==> src/rtl/loader_pkg.sv <==
// Shared definitions for the program loader: FSM state encoding and frame geometry.
package loader_pkg;

  localparam int unsigned BYTE_W         = 8;
  localparam int unsigned WORD_W         = 32;
  localparam int unsigned LEN_BYTES      = 2;
  localparam int unsigned BYTES_PER_WORD = 4;
  localparam int unsigned CSUM_W         = 8;
  localparam int unsigned LEN_W          = LEN_BYTES * BYTE_W;
  localparam int unsigned BYTE_CNT_W     = $clog2(BYTES_PER_WORD);

  typedef enum logic [2:0] {
    ST_IDLE,
    ST_LEN_LO,
    ST_LEN_HI,
    ST_DATA,
    ST_WRITE,
    ST_DONE,
    ST_ERROR,
    ST_CHECK
  } state_e;

endpackage

==> src/rtl/program_loader_byte_packer.sv <==
// Assembles little-endian bytes into a 32-bit word.
//   clk, reset   : clock, async active-low reset
//   load         : shift byte_in into the word (first byte ends up in bits [7:0])
//   clear        : restart assembly at byte 0 with an all-zero word
//   byte_in      : incoming byte
//   word         : assembled word (registered)
//   word_full    : three bytes held, so the byte being loaded completes the word
module byte_packer
  import loader_pkg::*;
(
  input  logic              clk,
  input  logic              reset,
  input  logic              load,
  input  logic              clear,
  input  logic [BYTE_W-1:0] byte_in,
  output logic [WORD_W-1:0] word,
  output logic              word_full
);

  logic [BYTE_CNT_W-1:0] cnt_q;
  logic [WORD_W-1:0]     word_q;

  // Bytes enter at the top and move down, so after four loads byte 0 sits in [7:0].
  always_ff @(posedge clk or negedge reset) begin
    if (!reset) begin
      cnt_q  <= '0;
      word_q <= '0;
    end else if (clear) begin
      cnt_q  <= '0;
      word_q <= '0;
    end else if (load) begin
      cnt_q  <= cnt_q + BYTE_CNT_W'(1);
      word_q <= {byte_in, word_q[WORD_W-1:BYTE_W]};
    end
  end

  assign word      = word_q;
  assign word_full = (cnt_q == BYTE_CNT_W'(BYTES_PER_WORD - 1));

endmodule

==> src/rtl/program_loader.sv <==
// Loads a program image from a byte stream into the instruction memory write port,
// holding the core in reset while loading.
// Frame: LEN_LO, LEN_HI (word count N), then 4*N bytes, each word LSB first.
// Optional feature macro: LOADER_CHECKSUM_EN adds a trailing checksum byte
// (8-bit sum of all frame bytes must be zero) checked in a CHECK state.
// Ports:
//   clk, reset            : clock, async active-low reset
//   start_i               : begin a load (honoured in IDLE, DONE, ERROR)
//   byte_i/byte_valid_i   : stream input; byte_ready_o is the accept handshake
//   mem_we_o/addr/data    : one write strobe per assembled word
//   cpu_reset_n_o         : active-low core reset
//   busy_o/done_o/error_o : load status
module program_loader
  import loader_pkg::*;
#(
  parameter int unsigned                  MEMORY_DEPTH = 32,
  parameter int unsigned                  DATA_WIDTH   = 32,
  parameter logic [DATA_WIDTH-1:0]        BASE_ADDR    = 32'h0040_0000
) (
  input  logic                  clk,
  input  logic                  reset,
  input  logic                  start_i,
  input  logic [BYTE_W-1:0]     byte_i,
  input  logic                  byte_valid_i,
  output logic                  byte_ready_o,
  output logic                  mem_we_o,
  output logic [DATA_WIDTH-1:0] mem_addr_o,
  output logic [DATA_WIDTH-1:0] mem_data_o,
  output logic                  cpu_reset_n_o,
  output logic                  busy_o,
  output logic                  done_o,
  output logic                  error_o
);

  localparam int unsigned IDX_W = $clog2(MEMORY_DEPTH) + 1;

  state_e                state_q, state_d;
  logic [IDX_W-1:0]      idx_q, idx_d;
  logic [LEN_W-1:0]      len_q, len_d;
  logic [LEN_W-1:0]      len_full;
  logic [DATA_WIDTH-1:0] addr_d;
  logic                  ready_d, we_d, cpu_rst_n_d, busy_d, done_d, error_d;
  logic                  fire;
  logic                  pk_load, pk_clear, pk_full;
  logic [WORD_W-1:0]     pk_word;
`ifdef LOADER_CHECKSUM_EN
  logic [CSUM_W-1:0]     csum_q, csum_d, csum_sum;
`endif

  assign fire     = byte_valid_i & byte_ready_o;
  assign len_full = {byte_i, len_q[BYTE_W-1:0]};

  byte_packer u_packer (
    .clk       (clk),
    .reset     (reset),
    .load      (pk_load),
    .clear     (pk_clear),
    .byte_in   (byte_i),
    .word      (pk_word),
    .word_full (pk_full)
  );

  // The packer's register is the data output; it is stable throughout WRITE.
  assign mem_data_o = DATA_WIDTH'(pk_word);

  // State and registered outputs.
  always_ff @(posedge clk or negedge reset) begin
    if (!reset) begin
      state_q       <= ST_IDLE;
      idx_q         <= '0;
      len_q         <= '0;
      byte_ready_o  <= 1'b0;
      mem_we_o      <= 1'b0;
      mem_addr_o    <= BASE_ADDR;
      cpu_reset_n_o <= 1'b0;
      busy_o        <= 1'b0;
      done_o        <= 1'b0;
      error_o       <= 1'b0;
    end else begin
      state_q       <= state_d;
      idx_q         <= idx_d;
      len_q         <= len_d;
      byte_ready_o  <= ready_d;
      mem_we_o      <= we_d;
      mem_addr_o    <= addr_d;
      cpu_reset_n_o <= cpu_rst_n_d;
      busy_o        <= busy_d;
      done_o        <= done_d;
      error_o       <= error_d;
    end
  end

`ifdef LOADER_CHECKSUM_EN
  // Running 8-bit sum of every accepted frame byte.
  always_ff @(posedge clk or negedge reset) begin
    if (!reset) csum_q <= '0;
    else        csum_q <= csum_d;
  end

  assign csum_sum = csum_q + byte_i;
`endif

  // Next state, datapath updates and next values of the registered outputs.
  always_comb begin
    state_d  = state_q;
    idx_d    = idx_q;
    len_d    = len_q;
    addr_d   = mem_addr_o;
    pk_load  = 1'b0;
    pk_clear = 1'b0;
`ifdef LOADER_CHECKSUM_EN
    csum_d   = csum_q;
    if (fire && state_q != ST_CHECK) csum_d = csum_sum;
`endif

    unique case (state_q)
      ST_IDLE, ST_DONE, ST_ERROR: begin
        if (start_i) begin
          state_d  = ST_LEN_LO;
          idx_d    = '0;
          pk_clear = 1'b1;
`ifdef LOADER_CHECKSUM_EN
          csum_d   = '0;
`endif
        end
      end
      ST_LEN_LO: begin
        if (fire) begin
          len_d   = LEN_W'(byte_i);
          state_d = ST_LEN_HI;
        end
      end
      ST_LEN_HI: begin
        if (fire) begin
          len_d = len_full;
          if (len_full == '0 || 32'(len_full) > MEMORY_DEPTH) state_d = ST_ERROR;
          else                                                 state_d = ST_DATA;
        end
      end
      ST_DATA: begin
        if (fire) begin
          pk_load = 1'b1;
          if (pk_full) begin
            state_d = ST_WRITE;
            addr_d  = BASE_ADDR + (DATA_WIDTH'(idx_q) << 2);
          end
        end
      end
      ST_WRITE: begin
        idx_d = idx_q + IDX_W'(1);
        if (LEN_W'(idx_q + IDX_W'(1)) == len_q) begin
`ifdef LOADER_CHECKSUM_EN
          state_d = ST_CHECK;
`else
          state_d = ST_DONE;
`endif
        end else begin
          state_d = ST_DATA;
        end
      end
`ifdef LOADER_CHECKSUM_EN
      ST_CHECK: begin
        if (fire) begin
          if (csum_sum == '0) state_d = ST_DONE;
          else                state_d = ST_ERROR;
        end
      end
`endif
      default: state_d = ST_IDLE;
    endcase

    // Outputs are decoded from the next state so they line up with the state register.
    ready_d     = (state_d == ST_LEN_LO) || (state_d == ST_LEN_HI) ||
                  (state_d == ST_DATA)   || (state_d == ST_CHECK);
    we_d        = (state_d == ST_WRITE);
    busy_d      = ready_d || we_d;
    cpu_rst_n_d = (state_d == ST_IDLE) || (state_d == ST_DONE);
    done_d      = (state_d == ST_DONE);
    error_d     = (state_d == ST_ERROR);
  end

endmodule

==> config.mk <==
export PLATFORM = sky130hd
export DESIGN_NAME = program_loader
export DESIGN_NICKNAME = d
export VERILOG_FILES = /design/src/rtl/loader_pkg.sv /design/src/rtl/program_loader_byte_packer.sv /design/src/rtl/program_loader.sv
export SDC_FILE = /design/constraint.sdc
export NUM_CORES = 1
export LEC_CHECK = 0
export ABC_CLOCK_PERIOD_IN_PS = 4700
export BUFFER_PORTS_ARGS = -buffer_cell sky130_fd_sc_hd__buf_2
export CAP_MARGIN = 5
export CORE_MARGIN = 2
export CORE_UTILIZATION = 57
export DETAILED_ROUTE_END_ITERATION = 16
export PLACE_DENSITY = 0.91
export SLEW_MARGIN = 20
export SYNTH_ARGS = -nofsm -noshare
export SYNTH_HDL_FRONTEND = slang
export SYNTH_SLANG_ARGS = --single-unit
==> constraint.sdc <==
create_clock -name clk -period 4.7 [get_ports clk]
set_clock_uncertainty 0.1 [all_clocks]
set_input_delay 0.235 -clock clk [delete_from_list [all_inputs] [get_ports clk]]
set_output_delay 0.235 -clock clk [all_outputs]
set_load 0.1 [all_outputs]
==> results.sh <==
export IMPL_status="finished with violations"
export IMPL_violations="negative hold slack"
export IMPL_seq_area_frac_synth=0.5348
export IMPL_worstPathRequired_ns=4.83
export IMPL_final_cell_mix="nand2_1 (92), dfrtp_1 (71), buf_2 (55)"
export IMPL_ctsHoldBuffers=0
export IMPL_critical_path_class="reg2reg"
export IMPL_highest_layer="met4"
export IMPL_die_height_microns=80.34
export IMPL_whs_ns=-0.01779
export IMPL_fin_nets=414
export IMPL_synth_main_ff_cell="dfrtp_1"
export IMPL_cts_htree_levels=3
export IMPL_ys_types=45
export IMPL_multi_input_comb_area_sq_um=1368
export IMPL_slew_headroom=0.4212
export IMPL_hp_class="in2async"
export IMPL_end_kind="flip-flop"
export IMPL_viasPerCell=5.428
export IMPL_num_rows=27
export IMPL_num_vias=2589
export IMPL_cp_max_fo=7
export IMPL_r2r_start="idx_q[0]$_DFFE_PN0P_"
export IMPL_die_area_sq_um=6455
export IMPL_nFillCells=417
export IMPL_ctsResizeCount=0
export IMPL_drc_errors=0
export IMPL_firstDrtPassIters=5
export IMPL_clock_fmax_mhz=412.5
export IMPL_syn_avg_cell_area_sq_um=9.518
export IMPL_routedLengthMet1_microns=3060
export IMPL_place_congestion=0.9417
export IMPL_drtAntennaViolNets=0
export IMPL_numCtsBuffers=9
export IMPL_grt_pass1_vias=2367
export IMPL_overflow=0
export IMPL_synthArstFlopShare=1.000
export IMPL_antenna_found_initial=0
export IMPL_setup_tns_ns=0
export IMPL_regArea_sq_um=1777
export IMPL_diodes=0
export IMPL_wl_met2_microns=3291
export IMPL_synth_seq_cells=71
export IMPL_r2r_slack_ns=2.28
export IMPL_grt_pass1_wl_microns=11540
export IMPL_maxSlewViolCount=0
export IMPL_synth_edf_count=0
export IMPL_port_buffers=55
export IMPL_timing_final_crit_share=0.5159
export IMPL_drt_iter0_markers=288
export IMPL_yosys_warnings=0
export IMPL_syn_inst=349
export IMPL_setup_violations=0
export IMPL_hold_viol=12
export IMPL_wl_met3_microns=450
export IMPL_synth_area_sq_um=3322
export IMPL_wl_per_cell_microns=14.50
export IMPL_arrival_ns=2.56
export IMPL_clk_latency_ns=0.34
export IMPL_cts_tree="built"
export IMPL_cts_path_max_buffers=2
export IMPL_grt_max_degree=72
export IMPL_start_util=0.5960
export IMPL_dpl_hpwl_microns=4758
export IMPL_tightest_slew_ns=0.8683
export IMPL_core_area_sq_um=5574
export IMPL_drv_cap=0
export IMPL_clock_sinks=71
export IMPL_io_pins=82
export IMPL_syn_to_final_growth_pct=13.26
export IMPL_root_buffer="clkbuf_8"
export IMPL_layout_cells_non_filler=477
export IMPL_final_common_cell="nand2_1"
export IMPL_post_cts_setup_buffer_count=0
export IMPL_drive_gt1_frac=0.2173
export IMPL_drt_wl_total_microns=6916
export IMPL_clkTransAtPathRegs_ns=0.08
export IMPL_grtUsageTotal=0.2349
export IMPL_critPathLaunchType="flip-flop"
export IMPL_dpl_cell_count=461
export IMPL_fin_crit_ns=2.425
export IMPL_worst_r2r_cell_count=7
export IMPL_timing_rr_end="cpu_reset_n_o$_DFF_PN0_"
export IMPL_grt_setup_unrepaired="false"
export IMPL_die_width_microns=80.34
[through the flow]
step	instance area [sq um]	utilization	hold slack, ns	setup WS, ns
after global placement	3540	0.6350	0.3724	2.402
after detailed placement	3540	0.6350	0.3835	2.329
after floorplan	3412	-	-0.1606	2.274
final	3762	0.6750	-0.01779	2.275
after CTS	3759	0.6743	0.009413	2.316
after global routing	3762	0.6750	0.06427	2.131
[kinds of logic after synthesis]
logic type | synth area share
adders and majority gates | 0.007532
DFF | 0.5348
xor gates and xnor gates | 0.02900
other | 0.002261
buffers and inverters | 0.08399
muxes | 0.02486
and+or+nand+nor | 0.1748
AOI/OAI and AO/OA | 0.1428
[worst max-delay path by stage]
stage | from | to | slack [ns]
finish | idx_q[0]$_DFFE_PN0P_ | cpu_reset_n_o$_DFF_PN0_ | 2.28
global route | idx_q[0]$_DFFE_PN0P_ | cpu_reset_n_o$_DFF_PN0_ | 2.13
CTS | idx_q[0]$_DFFE_PN0P_ | cpu_reset_n_o$_DFF_PN0_ | 2.32
detailed placement | idx_q[0]$_DFFE_PN0P_ | cpu_reset_n_o$_DFF_PN0_ | 2.33
global placement | idx_q[0]$_DFFE_PN0P_ | cpu_reset_n_o$_DFF_PN0_ | 2.40
floorplan | byte_ready_o$_DFF_PN0_ | cpu_reset_n_o$_DFF_PN0_ | 2.27
[state kept, by name, indices dropped and copies added (netlist names)]
register        flops
mem_addr_o          6
error_o             1
cpu_reset_n_o       1
done_o              1
busy_o              1
state_q             3
u_packer.word      32
idx_q               6
len_q              16
mem_we_o            1
byte_ready_o        1
u_packer.cnt_q      2
[cell type report]
type,count,area share
multi-input combinational,256,0.3635
clock buffer,9,0.03292
inverter,5,0.004988
tap,72,0.02394
clock inverter,7,0.02527
timing repair buffer,57,0.07715
sequential,71,0.4722
[critical path, stage by stage (launching register included)]
cell     delay (ns)
dfrtp_1        0.45
ha_1           0.27
nand3_1        0.21
xnor2_1        0.19
o32a_1         0.19
nor4_1         0.40
a21bo_4        0.23
mux2_4         0.29
[synthesized netlist by cell type, types with 2 or more instances]
cell type,n,area share
inv_1,5,0.0057
nor2_1,11,0.012
a22o_1,8,0.021
a21boi_0,2,0.0045
o31ai_1,3,0.0068
nand3_1,5,0.0075
nand2_1,93,0.11
xor2_1,5,0.013
and2_1,3,0.0057
a311oi_1,2,0.0053
ha_1,2,0.0075
mux2_2,6,0.020
o21ai_0,16,0.024
nor3_1,3,0.0045
conb_1,2,0.0023
clkbuf_1,12,0.014
nor4_1,5,0.0094
xnor2_1,6,0.016
dfrtp_1,71,0.53
buf_4,26,0.059
and3_1,5,0.0094
a21oi_1,35,0.053
[routing by layer]
layer / GRT usage / vias to the layer above
li1: - / 1229
met1: 0.3409 / 1247
met2: 0.3450 / 102
met3: 0.04270 / 11
met4: 0.1068 / 0
met5: 0 / -
Power is left out: the tool's default activity adds up to more than one toggle a clock period on the data nets, which glitch-free logic cannot reach.
